===== config.mk =====
export PLATFORM = sky130hd
export DESIGN_NAME = pipeline_hazard_ctrl
export DESIGN_NICKNAME = d
export VERILOG_FILES = /design/src/rtl/pipeline_hazard_ctrl_pkg.sv /design/src/rtl/pipeline_hazard_ctrl_sat_counter.sv /design/src/rtl/pipeline_hazard_ctrl.sv
export SDC_FILE = /design/constraint.sdc
export NUM_CORES = 1
export LEC_CHECK = 0
export CAP_MARGIN = 20
export CORE_MARGIN = 1.5
export CORE_UTILIZATION = 38
export CTS_CLUSTER_SIZE = 25
export DETAILED_ROUTE_END_ITERATION = 10
export HOLD_SLACK_MARGIN = 0.08
export MAX_ROUTING_LAYER = met4
export PLACE_DENSITY = 0.9
export SLEW_MARGIN = 5
export SYNTH_ARGS = -nofsm -noshare
export SYNTH_HDL_FRONTEND = slang
export SYNTH_SLANG_ARGS = --single-unit

===== constraint.sdc =====
create_clock -name clk -period 2.8 [get_ports clk]
set_clock_uncertainty 0.05 [all_clocks]
set_input_delay 0.28 -clock clk [delete_from_list [all_inputs] [get_ports clk]]
set_output_delay 0.28 -clock clk [all_outputs]
set_load 0.05 [all_outputs]

===== src/rtl/pipeline_hazard_ctrl_pkg.sv =====
// Shared definitions for the pipeline hazard controller: sequencer state
// encoding and mem-stage jump encoding.
package pipeline_hazard_ctrl_pkg;

    typedef enum logic [1:0] {
        ST_RUN      = 2'b00,
        ST_MEM_WAIT = 2'b01,
        ST_RECOVER  = 2'b10
    } hazard_state_t;

    localparam logic [1:0] JUMP_NONE = 2'b00;

endpackage


===== src/rtl/pipeline_hazard_ctrl_sat_counter.sv =====
// Event counter that sticks at all-ones instead of wrapping; synchronous clear.
module sat_counter #(
    parameter int CNT_WIDTH = 32
) (
    input  logic                 clk,
    input  logic                 clear,
    input  logic                 inc,
    output logic [CNT_WIDTH-1:0] count
);

    function automatic logic [CNT_WIDTH-1:0] sat_inc(input logic [CNT_WIDTH-1:0] val);
        if (&val)
            return val;
        return val + 1'b1;
    endfunction

    always_ff @(posedge clk) begin
        if (clear)
            count <= '0;
        else if (inc)
            count <= sat_inc(count);
    end

endmodule


===== src/rtl/pipeline_hazard_ctrl.sv =====
// Stall/flush sequencer for the 5-stage pipeline: data-memory wait freezes,
// MEM-stage branch/jump redirects with flushes, and ID load-use bubbles.
module pipeline_hazard_ctrl
    import pipeline_hazard_ctrl_pkg::*;
#(
    parameter int DATA_WIDTH  = 32,
    parameter int CNT_WIDTH   = 32,
    parameter int MEM_TIMEOUT = 64
) (
    input  logic                  clk,
    input  logic                  reset,
    input  logic [4:0]            id_rs1,
    input  logic [4:0]            id_rs2,
    input  logic                  ex_memread,
    input  logic [4:0]            ex_rd,
    input  logic                  mem_branch,
    input  logic [1:0]            mem_jump,
    input  logic                  mem_taken,
    input  logic [DATA_WIDTH-1:0] mem_pc_target,
    input  logic [DATA_WIDTH-1:0] mem_pc_plus_4,
    input  logic [DATA_WIDTH-1:0] mem_pc_predict,
    input  logic                  mem_memread,
    input  logic                  mem_memwrite,
    input  logic                  dmem_ready,
    output logic                  pc_stall,
    output logic                  ifid_stall,
    output logic                  ifid_flush,
    output logic                  idex_stall,
    output logic                  idex_flush,
    output logic                  exmem_stall,
    output logic                  exmem_flush,
    output logic                  redirect_valid,
    output logic [DATA_WIDTH-1:0] redirect_pc,
    output logic                  mem_timeout,
    output logic [CNT_WIDTH-1:0]  mispredict_cnt,
    output logic [CNT_WIDTH-1:0]  stall_cnt
);

    localparam int WAIT_W = $clog2(MEM_TIMEOUT + 1);
    localparam logic [WAIT_W-1:0] WAIT_MAX = WAIT_W'(MEM_TIMEOUT);

    hazard_state_t         state, state_next;
    logic                  memop, mispredict, load_use, wait_stall;
    logic [DATA_WIDTH-1:0] actual_next;
    logic [WAIT_W-1:0]     wait_cnt;
    logic                  timeout_q;

    assign memop       = mem_memread | mem_memwrite;
    assign actual_next = mem_taken ? mem_pc_target : mem_pc_plus_4;
    assign mispredict  = (mem_branch | (mem_jump != JUMP_NONE)) &
                         (actual_next != mem_pc_predict);
    assign load_use    = ex_memread & (ex_rd != 5'd0) &
                         ((ex_rd == id_rs1) | (ex_rd == id_rs2));

    always_ff @(posedge clk) begin
        if (reset)
            state <= ST_RUN;
        else
            state <= state_next;
    end

    // Outputs are forced quiet while reset is held so nothing downstream moves.
    always_comb begin
        state_next     = state;
        wait_stall     = 1'b0;
        pc_stall       = 1'b0;
        ifid_stall     = 1'b0;
        idex_stall     = 1'b0;
        exmem_stall    = 1'b0;
        ifid_flush     = 1'b0;
        idex_flush     = 1'b0;
        exmem_flush    = 1'b0;
        redirect_valid = 1'b0;
        redirect_pc    = '0;
        if (!reset) begin
            case (state)
                ST_RUN: begin
                    if (memop && !dmem_ready) begin
                        wait_stall = 1'b1;
                        state_next = ST_MEM_WAIT;
                    end else if (mispredict) begin
                        redirect_valid = 1'b1;
                        redirect_pc    = actual_next;
                        ifid_flush     = 1'b1;
                        idex_flush     = 1'b1;
                        exmem_flush    = 1'b1;
                        state_next     = ST_RECOVER;
                    end else if (load_use) begin
                        pc_stall   = 1'b1;
                        ifid_stall = 1'b1;
                        idex_flush = 1'b1;
                    end
                end
                ST_MEM_WAIT: begin
                    if (!dmem_ready)
                        wait_stall = 1'b1;
                    else
                        state_next = ST_RUN;
                end
                ST_RECOVER: begin
                    // Stages hold flushed bubbles; only a memory wait matters here.
                    if (memop && !dmem_ready) begin
                        wait_stall = 1'b1;
                        state_next = ST_MEM_WAIT;
                    end else begin
                        state_next = ST_RUN;
                    end
                end
                default: state_next = ST_RUN;
            endcase
            if (wait_stall) begin
                pc_stall    = 1'b1;
                ifid_stall  = 1'b1;
                idex_stall  = 1'b1;
                exmem_stall = 1'b1;
            end
        end
    end

    // Wait counter parks at MEM_TIMEOUT; the flag is sticky until reset.
    always_ff @(posedge clk) begin
        if (reset) begin
            wait_cnt  <= '0;
            timeout_q <= 1'b0;
        end else if (wait_stall) begin
            if (wait_cnt != WAIT_MAX)
                wait_cnt <= wait_cnt + 1'b1;
            if (wait_cnt >= WAIT_MAX - 1'b1)
                timeout_q <= 1'b1;
        end else begin
            wait_cnt <= '0;
        end
    end

    assign mem_timeout = timeout_q & ~reset;

    sat_counter #(.CNT_WIDTH(CNT_WIDTH)) u_mispredict_cnt (
        .clk   (clk),
        .clear (reset),
        .inc   (redirect_valid),
        .count (mispredict_cnt)
    );

    sat_counter #(.CNT_WIDTH(CNT_WIDTH)) u_stall_cnt (
        .clk   (clk),
        .clear (reset),
        .inc   (pc_stall),
        .count (stall_cnt)
    );

endmodule


# Word-level counts from Yosys, hierarchy flattened
# Index checks and enable logic that the tools add are counted.
# classes
n_eq_ne	10
magnitude_cmp	1
bitwise_logic	9
muxes	39
n_addsub	3
n_reduce_logical	13
# ops
op	count
32-bit two-way mux	7
32-bit by 1-bit adder with 32-bit output (second input constant)	2
32-bit AND reduction	2
32-bit != test	1
1-bit two-way mux	27
5-bit == test	2
2-bit AND reduction	4
7-bit by 1-bit adder with 7-bit output (second input constant)	1
7-bit by 6-bit >= comparator with 1-bit output (second input constant)	1
7-bit != test (second input constant)	1
2-bit two-way mux	3
2-bit != test (second input constant)	3
2-bit case mux with 3 select lines	1
5-bit nonzero test	1
1-bit bitwise AND	4
2-bit OR reduction	2
3-bit != test (second input constant)	1
1-bit bitwise OR	3
2-bit by 1-bit == test with 1-bit output (second input constant)	1
2-bit == test (second input constant)	1
2-bit zero test	1
1-bit NOT	2
1-bit case mux with 2 select lines	1
2-bit nonzero test	1
2 further kinds	2
# word_totals
elab_cells	80
inputBits	121
register_bits	74

# Logic depth before layout (Yosys ltp)
# Gate-level depths: netlist of the first run.
# depth
word_depth	13
ltp_mapped	13
mapped_depth_nobuf	8

# Hierarchy
# Synthesis of the first run repeated with hierarchy kept, for this count alone.
# unflattened
hier_cells	586
area_unflattened_um2	4913.5
# modules_own_cells
mod	area_per_inst_um2	cells_per_inst	instances	seq_area_each_um2
sat_counter at u_mispredict_cnt	1721.7	191	1	640.6
sat_counter at u_stall_cnt	1689.1	204	1	640.6
pipeline_hazard_ctrl	1502.7	191	1	200.2

# Worst setup path after synthesis of the first run
# OpenSTA, ideal clock, no wires.
# synth_timing
path_type	input-to-output
start	in mem_taken
end	out pc_stall
path_slack_ps	-620
cell_stages	9
t_arrival_ps	3090
path_cell_list	buf_6 -> buf_6 -> mux2i_1 -> xnor2_1 -> nor4_1 -> nand4_1 -> o21a_1 -> o21ai_0 -> buf_4
# synth_via
elab_chain_len	8
# synth_lines
item	line	text
start: declaration	pipeline_hazard_ctrl.sv:18	input logic mem_taken,
32-bit two-way mux	pipeline_hazard_ctrl.sv:49	assign actual_next = mem_taken ? mem_pc_target : mem_pc_plus_4;
32-bit != test	pipeline_hazard_ctrl.sv:51	(actual_next != mem_pc_predict);
1-bit bitwise AND	pipeline_hazard_ctrl.sv:50	assign mispredict = (mem_branch | (mem_jump != JUMP_NONE)) &
1-bit two-way mux (5 in a row)	n/a	
end: declaration	pipeline_hazard_ctrl.sv:25	output logic pc_stall,
# Every way passes these cells.

# Worst setup path in the final report of the first run
# layout_timing
start	in mem_pc_plus_4[15]
end	out redirect_pc[15]
# layout_via
elab_chain_len	7
# layout_lines
item	line	text
start: declaration	pipeline_hazard_ctrl.sv:20	input logic [DATA_WIDTH-1:0] mem_pc_plus_4,
32-bit two-way mux (*)	pipeline_hazard_ctrl.sv:49	
32-bit != test	pipeline_hazard_ctrl.sv:51	
1-bit bitwise AND	pipeline_hazard_ctrl.sv:50	
32-bit two-way mux (*)	pipeline_hazard_ctrl.sv:81	end else if (mispredict) begin
32-bit two-way mux (*)	pipeline_hazard_ctrl.sv:78	if (memop && !dmem_ready) begin
32-bit two-way mux (*)	pipeline_hazard_ctrl.sv:76	case (state)
32-bit two-way mux (*)	pipeline_hazard_ctrl.sv:75	if (!reset) begin
end: declaration	pipeline_hazard_ctrl.sv:33	output logic [DATA_WIDTH-1:0] redirect_pc,
# Mark *: on every way between the ends. The rest lies on a longest branch, timed or not.

==> out/results.ini, run 1 <==
[status]
status = finished clean

[logic_synthesis]
synthArstFlopShare = 0
netlist_area_um2 = 4760
yosysWarnings = 0
syn_avg_cell_area_um2 = 8.03
synth.net_count = 718
ys_seq_area_frac = 0.311
synth_edf_count = 0
synthFlopType = dfxtp_1
syn_inst = 593
ys_ff_latch = 74
yosys.cell_types.count = 48

[min_path]
hold_path_end = u_mispredict_cnt.count[4]$_SDFFE_PP0P_
whs_path_depth = 1
hp-class = register to register
worstHoldStart = u_mispredict_cnt.count[4]$_SDFFE_PP0P_

[critical_path]
crit_top_cell = buf_4
r2r-start = u_mispredict_cnt.count[4]$_SDFFE_PP0P_
worstSetupPathType = primary input to primary output
required_ns = 2.47
start_kind = primary input
r2r.worst_path.cells = 8
cp_top_family = buffers and inverters
cp_slowest_stage_delay_ns = 0.44
critPathArrivalTime_ns = 2.42
r2r_slack_ns = 0.14
slowest_stage = clkdlybuf4s50_1
crit_chain = clkdlybuf4s50_1 > mux2i_2 > xnor2_1 > nor4_2 > nand4_1 > o21a_2 > nand2b_4 > buf_4 > nor2_2 > buf_4
r2r_end = u_mispredict_cnt.count[28]$_SDFFE_PP0P_
crit_fanout = 6
cp-end-kind = primary output
path_buf_inv = 3

[sta]
rsz0062_at_grt = yes
finalMaxSlewViolations = 0
period_share = 0.983
finalHoldViolCount = 0
slew_headroom = 0.530
tightest_slew_ns = 0.705
fmax_mhz = 363
tns_ns = 0
fin_crit_ns = 2.75
setup_viol = 0

[grt]
grt_pass1_vias = 5221
grt_pass1_wl_mm = 25.4
antenna_found_initial = 2
grt_max_degree = 69
gr-total-overflow = 0
track_usage = 0.252

[power]
p_sw_frac = 0.279
pwr-share-seq = 0.373
comb_power_share = 0.267
internal_power_mw = 2.05
power.density_nw_per_um2 = 356
pwr-share-clk = 0.360
finalPower_mw = 2.85
power_leakage_nw = 2.99
irDropWorstVdd_mv = 0.198
p_sw_mw = 0.794

[die]
fp.dieW_um = 115
rows = 40
fp.dieH_um = 115
design.core.area_um2 = 12100
pin_count = 226
start_util = 0.393
dieArea_um2 = 13200

[job]
maxCapViolCount = 0

[route]
wire_per_inst_um = 17.0
vias = 5470
finalWirelength_mm = 17.6
drtPass1Iterations = 4
drt_iter0_markers = 297
drc = 0
detail_route.vias_per_cell = 5.27
ant_nets = 0

[clocking]
tritoncts = built
clkTransAtPathRegs_ns = 0.05
cts-root-buf = clkbuf_16
clk_latency_ns = 0.34
cts-htree-levels = 3
clkSinkCount = 74
numCtsBuffers = 9
holdBufCountCts = 0
clock_path_buffers = 2

[finish]
post-route-util = 0.661
area_growth_syn_to_layout_pct = 68.2
drive_above_1_share = 0.199
layout.nets = 988

[placement]
dp_hpwl_mm = 12.9
portBuffers = 225
gp_congestion = 0.884

==> cell usage in the layout, fill, tap and decap left out, types with 16 or more instances in the layout <==
master,n
mux2i_2,18
clkdlybuf4s50_1,183
a21oi_1,29
or3_1,31
nand4_1,21
nand3_1,27
xnor2_1,48
dfxtp_1,64
nand2_1,37
nor4_1,16
nor2_1,70
o21ai_1,24
buf_4,100
==> cells in the mapped netlist, types with 15 or more instances <==
library cell | count | area [um^2]
dfxtp_1 | 74 | 1480
a21oi_1 | 30 | 150
or3_1 | 31 | 194
mux2_1 | 15 | 169
mux2i_1 | 36 | 360
nand2_1 | 38 | 143
nor4_1 | 19 | 119
nor2_1 | 73 | 274
nor2b_1 | 15 | 93.8
xnor2_1 | 48 | 420
o21ai_1 | 24 | 120
nand3_1 | 27 | 135
nand4_1 | 21 | 131
==> per-layer routing <==
metal / vias up / global-route usage / share of wire
met5: - / - / 0
met4: 0 / 0.133 / 0.046
met3: 52 / 0.0606 / 0.069
met2: 206 / 0.433 / 0.49
met1: 2551 / 0.269 / 0.39
li1: 2661 / - / -
==> registers in the layout, summed over array words and instances, names as in the netlist <==
| signal | count |
|---|---|
| u_stall_cnt.count | 32 |
| state | 2 |
| u_mispredict_cnt.count | 32 |
| timeout_q | 1 |
| wait_cnt | 7 |
==> per-stage QoR <==
stage | setup WS, ns | instances | hold WS, ns | instance area (um^2)
5_1_grt | -0.0611 | 1037 | 0.438 | 8010
4_1_cts | 0.0160 | 1029 | 0.430 | 7760
3_3_place_gp | -0.161 | 1013 | 0.413 | 7480
2_1_floorplan | -0.144 | 593 | 0.445 | 4820
3_5_place_dp | -0.178 | 1013 | 0.417 | 7480
6_report | 0.0468 | 1037 | 0.431 | 8010
==> power groups by stage <==
| stage | Sequential, mW | Combinational, mW | Clock, mW |
|---|---|---|---|
| 2_1_floorplan | 1.09 | 0.336 | 0 |
| 3_3_place_gp | 1.09 | 0.683 | 0 |
| 3_5_place_dp | 1.09 | 0.691 | 0 |
| 4_1_cts | 1.06 | 0.696 | 1.04 |
| 5_1_grt | 1.06 | 0.795 | 1.10 |
| 6_report | 1.06 | 0.760 | 1.02 |
==> cell families after synthesis <==
group                      Yosys count  share of synthesized area
buffers and inverters               51                     0.0539
xor gates and xnor gates            57                      0.105
adders and majority gates            4                     0.0105
muxes                               52                      0.114
AOI/OAI and AO/OA                   84                      0.108
DFF                                 74                      0.311
and+or+nand+nor                    271                      0.297
==> how the worst max path moves through the flow <==
| stage | from | end | slack [ns] | cells past startpoint |
|---|---|---|---|---|
| after floorplan | mem_taken | redirect_pc[10] | -0.14 | 12 |
| after global placement | mem_taken | u_stall_cnt.count[15]$_SDFFE_PP0P_ | -0.16 | 12 |
| after detailed placement | mem_pc_target[24] | u_stall_cnt.count[13]$_SDFFE_PP0P_ | -0.18 | 10 |
| after CTS | mem_pc_target[24] | idex_flush | 0.02 | 10 |
| after global routing | mem_pc_plus_4[15] | u_stall_cnt.count[15]$_SDFFE_PP0P_ | -0.06 | 11 |
| final | mem_pc_plus_4[15] | redirect_pc[15] | 0.05 | 10 |
==> final cells by class <==
class	count	area (um^2)
Tap cell	168	210
Sequential cell	74	1510
Clock buffer	13	250
Multi-Input combinational cell	468	3180
Fill cell	963	4110
Clock inverter	1	5.00
Antenna cell	3	7.51
Inverter	16	62.6
Timing Repair Buffer	294	2780
==> what timing repair did <==
action,in CTS,in global routing
endpoints found under the setup margin,35,47
pin swaps,2,7
setup buffers,2,2
resized for setup,1,35
gates cloned,0,3
Power figures use the tool's default switching activity.
==> run 2: changes to the inputs <==
- GPL_TIMING_DRIVEN: unset -> 0
==> run 2 against run 1 <==
Effect of this change: the flow now finishes with violations (setup timing); utilization is 4.0 points higher; final cell count up 1.5%; sequential cell count unchanged; critical path depth rose by 4; worst setup slack worse by 0.22 ns; first-iteration DRC count grew 44%; hold slack worse by 0.014 ns; via count up 3.9%; routed wire length increased by 11%; highest routed layer unchanged; clock-buffer cell count shrank 2; final area rose by 6.0%.
==> out/results.ini, run 2 (synthesized netlist as in run 1, its figures left out) <==
[route]
ant_nets = 0  ; unchanged
wire_per_inst_um = 18.6  ; +9.5%
detail_route.vias_per_cell = 5.40  ; +2.3%
drt_iter0_markers = 427  ; +44%
drtPass1Iterations = 8  ; +4
vias = 5681  ; +3.9%
finalWirelength_mm = 19.6  ; +11%
drc = 0  ; unchanged

[die]
design.core.area_um2 = 12100  ; unchanged
fp.dieW_um = 115  ; unchanged
dieArea_um2 = 13200  ; unchanged
rows = 40  ; unchanged
pin_count = 226  ; unchanged
fp.dieH_um = 115  ; unchanged
start_util = 0.393  ; unchanged

[placement]
dp.cells = 984  ; -2.9%
portBuffers = 223  ; -0.89%
place_ws_ns = -1.37  ; -1.20 ns
dp_hpwl_mm = 13.7  ; +6.2%
placed_area_um2 = 7260  ; -2.9%
gp_congestion = 0.899  ; +1.7%

[critical_path]
start_kind = primary input
r2r.worst_path.cells = 9  ; +1
crit_top_cell = buf_12
required_ns = 2.47  ; about the same
worstSetupPathType = primary input to primary output
startpoint = mem_taken
slowest_stage = nor4_1
cp_slowest_stage_delay_ns = 0.34  ; -0.10 ns
critPathArrivalTime_ns = 2.65  ; +0.23 ns
crit_fanout = 8  ; +2
cp-end-kind = primary output
crit_chain = buf_12 > buf_12 > mux2i_4 > xnor2_1 > nor4_1 > nand4_1 > o21a_1 > nand2b_4 > buf_8 > buf_12 > buf_12 > inv_8 > buf_6 > buf_8
r2r-start = u_mispredict_cnt.count[4]$_SDFFE_PP0P_
r2r_end = u_mispredict_cnt.count[16]$_SDFFE_PP0P_
r2r_slack_ns = 0.01  ; -0.13 ns

[power]
power_leakage_nw = 3.21  ; +7.3%
irDropWorstVdd_mv = 0.287  ; +44%
power.density_nw_per_um2 = 373  ; +4.9%
finalPower_mw = 3.17  ; +11%

[finish]
top_regs = u_mispredict_cnt.count: 32 flops, u_stall_cnt.count: 32 flops, wait_cnt: 7 flops
final_design_area_no_fill_um2 = 8490  ; +6.0%
area_growth_syn_to_layout_pct = 78.3
fill_cells = 897  ; -6.9%
stdcell_count = 1053  ; +1.5%
final_common_cell = clkdlybuf4s50_1
post-route-util = 0.701  ; +0.0399
final_cell_mix = clkdlybuf4s50_1 (146), nor2_1 (66), dfxtp_1 (64)
drive_above_1_share = 0.214  ; +0.0150
layout.nets = 1000  ; +1.2%

[sta]
finalHoldViolCount = 0  ; unchanged
tns_ns = -4.42  ; -4.42 ns
setup_viol = 38  ; +38
period_share = 1.06  ; +0.0795
slew_headroom = 0.456  ; -0.0745
finalMaxSlewViolations = 0  ; unchanged
fin_crit_ns = 2.98  ; +0.223 ns
fmax_mhz = 336  ; -7.5%
timing.final.ws_setup_ns = -0.176  ; -0.223 ns
whs_ns = 0.417  ; -0.0138 ns
rsz0062_at_grt = yes
tightest_slew_ns = 0.810  ; +0.106 ns

[clocking]
clock_path_buffers = 2  ; unchanged
numCtsBuffers = 9  ; unchanged
clk_latency_ns = 0.34  ; about the same
clkTransAtPathRegs_ns = 0.06  ; about the same
cts-htree-levels = 3  ; unchanged
clkSinkCount = 74  ; unchanged
cts-root-buf = clkbuf_16
tritoncts = built
holdBufCountCts = 0  ; unchanged

[grt]
grt_max_degree = 13  ; -81%
track_usage = 0.281  ; +0.0295
grt_pass1_wl_mm = 27.8  ; +9.5%
antenna_found_initial = 5  ; +3
gr-total-overflow = 0  ; unchanged
grt_pass1_vias = 5301  ; +1.5%

[min_path]
hp-class = primary input to register
worstHoldStart = reset
whs_path_depth = 4  ; +3
hold_path_end = u_stall_cnt.count[9]$_SDFFE_PP0P_

[status]
violations = setup timing
status = finished with violations

[job]
maxCapViolCount = 0  ; unchanged

==> run 2: area by class of cell <==
cell class | count | area, um^2 | area share
antenna | 5 | 12.5 | 0.00147
buffer | 32 | 317 | 0.0373
clock buffer | 11 | 243 | 0.0286
clock inverter | 5 | 77.6 | 0.00914
inverter | 16 | 67.6 | 0.00796
multi-input combinational | 468 | 3330 | 0.392
sequential | 74 | 1510 | 0.178
tap | 168 | 210 | 0.0248
timing repair buffer | 274 | 2720 | 0.321
==> run 2: worst max-delay path, delay by kind of cell <==
| family | cells | cell delay (ns) |
|---|---|---|
| buffers and inverters | 8 | 0.91 |
| and+or+nand+nor | 3 | 0.74 |
| AOI/OAI and AO/OA | 1 | 0.31 |
| muxes | 1 | 0.26 |
| xor gates and xnor gates | 1 | 0.12 |
==> run 2: worst max-delay path by stage <==
stage                 endpoint  cells after the start
6_report        redirect_valid                     14
5_1_grt         redirect_valid                     14
4_1_cts        redirect_pc[17]                     13
3_5_place_dp    redirect_valid                     14
3_3_place_gp    redirect_valid                     14
2_1_floorplan  redirect_pc[10]                     12
==> run 2: where the power goes <==
part,total (mW),switching [mW],internal (mW)
sequential,1.06,0.00799,1.05
combinational,0.849,0.419,0.430
clock,1.25,0.452,0.802
total,3.17,0.879,2.29
==> run 2: timing repair <==
item / in CTS / in global routing
setup buffers: 33 / 15
setup endpoints to repair: 73 / 74
pin swaps: 28 / 9
gates resized for setup: 338 / 69
cloned: 3 / 1
==> run 2: layer usage <==
layer / track usage / part of all wire / vias up
met3: 0.0617 / 0.070 / 51
li1: - / - / 2701
met1: 0.300 / 0.39 / 2685
met5: - / 0 / -
met4: 0.138 / 0.040 / 0
met2: 0.492 / 0.50 / 244
==> run 3: changes to the inputs <==
- CAP_MARGIN: 20 -> unset
- CELL_PAD_IN_SITES_DETAIL_PLACEMENT: unset -> 1
- CELL_PAD_IN_SITES_GLOBAL_PLACEMENT: unset -> 1
- CORE_UTILIZATION: 38 -> 26
- PLACE_DENSITY: 0.9 -> 0.89
- SLEW_MARGIN: 5 -> 20
==> run 3 against run 2 <==
Effect of this change: the flow still finishes with violations (setup timing); global-route usage is 2.5 points lower; via count is 4.2% higher; first-iteration DRC count decreased by 34%; sequential power barely moved; utilization down 19 points; clock-buffer cell count did not move; largest cell class unchanged.
==> out/results.ini, run 3 (synthesized netlist as in run 1, its figures left out) <==
[route]
vias = 5917  ; +4.2%
met1Wirelength_mm = 10.3  ; +36%
drt_iter0_markers = 281  ; -34%
finalWirelength_mm = 25.0  ; +28%
wire_per_inst_um = 22.2  ; +20%
ant_nets = 0  ; unchanged
drc = 0  ; unchanged
detail_route.vias_per_cell = 5.26  ; -2.4%
drtPass1Iterations = 4  ; -4
wl_met2_mm = 13.2  ; +34%
routed-wl-met3_um = 960  ; -30%
highest_layer = met4

[placement]
portBuffers = 223  ; unchanged
gp_congestion = 0.941  ; +4.6%
place_ws_ns = -1.60  ; -0.222 ns
dp_hpwl_mm = 16.2  ; +19%
dp.cells = 1045  ; +6.2%

[sta]
tightest_slew_ns = 0.796  ; -0.0140 ns
fin_crit_ns = 3.14  ; +0.167 ns
setup_viol = 42  ; +11%
rsz0062_at_grt = yes
timing.final.ws_setup_ns = -0.343  ; -0.167 ns
finalMaxSlewViolations = 0  ; unchanged
period_share = 1.12  ; +0.0596
fmax_mhz = 318  ; -5.3%
finalHoldViolCount = 0  ; unchanged
slew_headroom = 0.469  ; +0.0135
tns_ns = -9.70  ; -5.27 ns
whs_ns = 0.447  ; +0.0300 ns

[die]
start_util = 0.265  ; -0.128
fp.dieH_um = 138  ; +20%
pin_count = 226  ; unchanged
dieArea_um2 = 19100  ; +45%
fp.dieW_um = 138  ; +20%
design.core.area_um2 = 18000  ; +48%
rows = 49  ; +23%

[critical_path]
crit_fanout = 5  ; -3
critPathArrivalTime_ns = 2.81  ; +0.16 ns
path_buf_inv = 7  ; -1
worstSetupPathType = primary input to primary output
cp-end-kind = primary output
crit_top_cell = buf_8
cp_top_family = buffers and inverters
slowest_stage = clkdlybuf4s50_1
crit_chain = clkdlybuf4s50_1 > mux2i_4 > xnor2_2 > nor4_1 > nand4_1 > o21a_1 > nand2b_4 > buf_8 > buf_16 > buf_12 > inv_8 > buf_6 > buf_8
cp.depth = 13  ; -1
r2r.worst_path.cells = 9  ; unchanged
start_kind = primary input
required_ns = 2.47  ; about the same
cp_slowest_stage_delay_ns = 0.52  ; +0.18 ns

[finish]
fill_cells = 2036  ; +130%
layout.nets = 1013  ; +1.3%
final_cell_mix = clkdlybuf4s50_1 (163), dfxtp_1 (64), buf_4 (50)
top_regs = u_mispredict_cnt.count: 32 flops, u_stall_cnt.count: 32 flops, wait_cnt: 7 flops
stdcell_count = 1124  ; +6.7%
drive_above_1_share = 0.270  ; +0.0562
final_common_cell = clkdlybuf4s50_1
post-route-util = 0.508  ; -0.193
area_growth_syn_to_layout_pct = 91.5

[power]
pwr-share-clk = 0.379  ; -0.017
power.density_nw_per_um2 = 364  ; -2.5%
pwr-share-seq = 0.320  ; -0.016
irDropWorstVdd_mv = 0.298  ; +3.9%
internal_power_mw = 2.29  ; about the same
comb_power_share = 0.300  ; +0.032
p_sw_frac = 0.310  ; +0.0322
power_leakage_nw = 3.30  ; +2.8%
p_sw_mw = 1.03  ; +17%

[status]
violations = setup timing
status = finished with violations

[clocking]
cts-root-buf = clkbuf_16
clk_latency_ns = 0.36  ; +0.02 ns
clock_path_buffers = 2  ; unchanged
numCtsBuffers = 9  ; unchanged
clkSinkCount = 74  ; unchanged
tritoncts = built
cts-htree-levels = 3  ; unchanged
clkTransAtPathRegs_ns = 0.06  ; about the same

[job]
maxCapViolCount = 0  ; unchanged

[grt]
antenna_found_initial = 2  ; -3
grt_pass1_vias = 6226  ; +17%
grt_max_degree = 14  ; +1
grt_pass1_wl_mm = 36.8  ; +32%
gr-total-overflow = 0  ; unchanged
track_usage = 0.257  ; -0.0248

[min_path]
whs_path_depth = 1  ; -3
hp-class = register to register

## run 3: cell count changes in the layout (fill, tap and decap cells not counted), sizes merged
cell,change
dlygate4sd2,-18
clkdlybuf4s50,+17
buf,+16
clkbuf,-3
diode,-3
bufbuf,-1
bufinv,-1
dlymetal6s2s,+1
inv,+1
nand4b,+1
## run 3: final timing paths
| check | end | slack (ns) | from |
|---|---|---|---|
| min | u_mispredict_cnt.count[4]$_SDFFE_PP0P_ | 0.45 | u_mispredict_cnt.count[4]$_SDFFE_PP0P_ |
| max reg2reg | u_mispredict_cnt.count[14]$_SDFFE_PP0P_ | 0.05 | u_mispredict_cnt.count[4]$_SDFFE_PP0P_ |
| min reg2reg | u_mispredict_cnt.count[4]$_SDFFE_PP0P_ | 0.45 | u_mispredict_cnt.count[4]$_SDFFE_PP0P_ |
| max | ifid_flush | -0.34 | mem_pc_plus_4[22] |
## run 3: timing repair
action | in CTS | in global routing
pin swaps | 17 | 13
gates resized for setup | 418 | 61
hold buffers | 0 | 0
cloned | 6 | 1
hold endpoints to repair | 0 | 0
setup endpoints to repair | 100 | 75
buffers inserted | 42 | 19
## run 3: power groups by stage
| stage | clock [mW] | combinational [mW] | sequential, mW |
|---|---|---|---|
| 4_1_cts | 1.27 | 0.914 | 1.06 |
| 3_5_place_dp | 0 | 0.674 | 1.09 |
| 2_1_floorplan | 0 | 0.336 | 1.09 |
| 6_report | 1.26 | 0.996 | 1.06 |
| 3_3_place_gp | 0 | 0.660 | 1.08 |
| 5_1_grt | 1.31 | 1.04 | 1.06 |
## run 3: area by class of cell
| cell class | instances | area, um^2 | area share |
|---|---|---|---|
| buffer | 30 | 280 | 0.0307 |
| sequential | 74 | 1510 | 0.166 |
| inverter | 16 | 67.6 | 0.00741 |
| antenna | 2 | 5.00 | 0.000549 |
| tap | 229 | 287 | 0.0314 |
| multi-input combinational | 469 | 3700 | 0.406 |
| clock inverter | 5 | 61.3 | 0.00672 |
| timing repair buffer | 288 | 2950 | 0.324 |
| clock buffer | 11 | 253 | 0.0277 |
## run 3: routing by layer
| layer | vias to the layer above | track usage |
|---|---|---|
| li1 | 2722 | - |
| met1 | 3002 | 0.304 |
| met2 | 155 | 0.444 |
| met3 | 38 | 0.0419 |
| met4 | 0 | 0.0809 |
| met5 | - | - |
## run 3: per-stage QoR
step           power (mW)  instance area (um^2)
2_1_floorplan        1.43                  4820
3_3_place_gp         1.75                  7340
3_5_place_dp         1.76                  7340
4_1_cts              3.25                  8770
5_1_grt              3.41                  9120
6_report             3.32                  9120
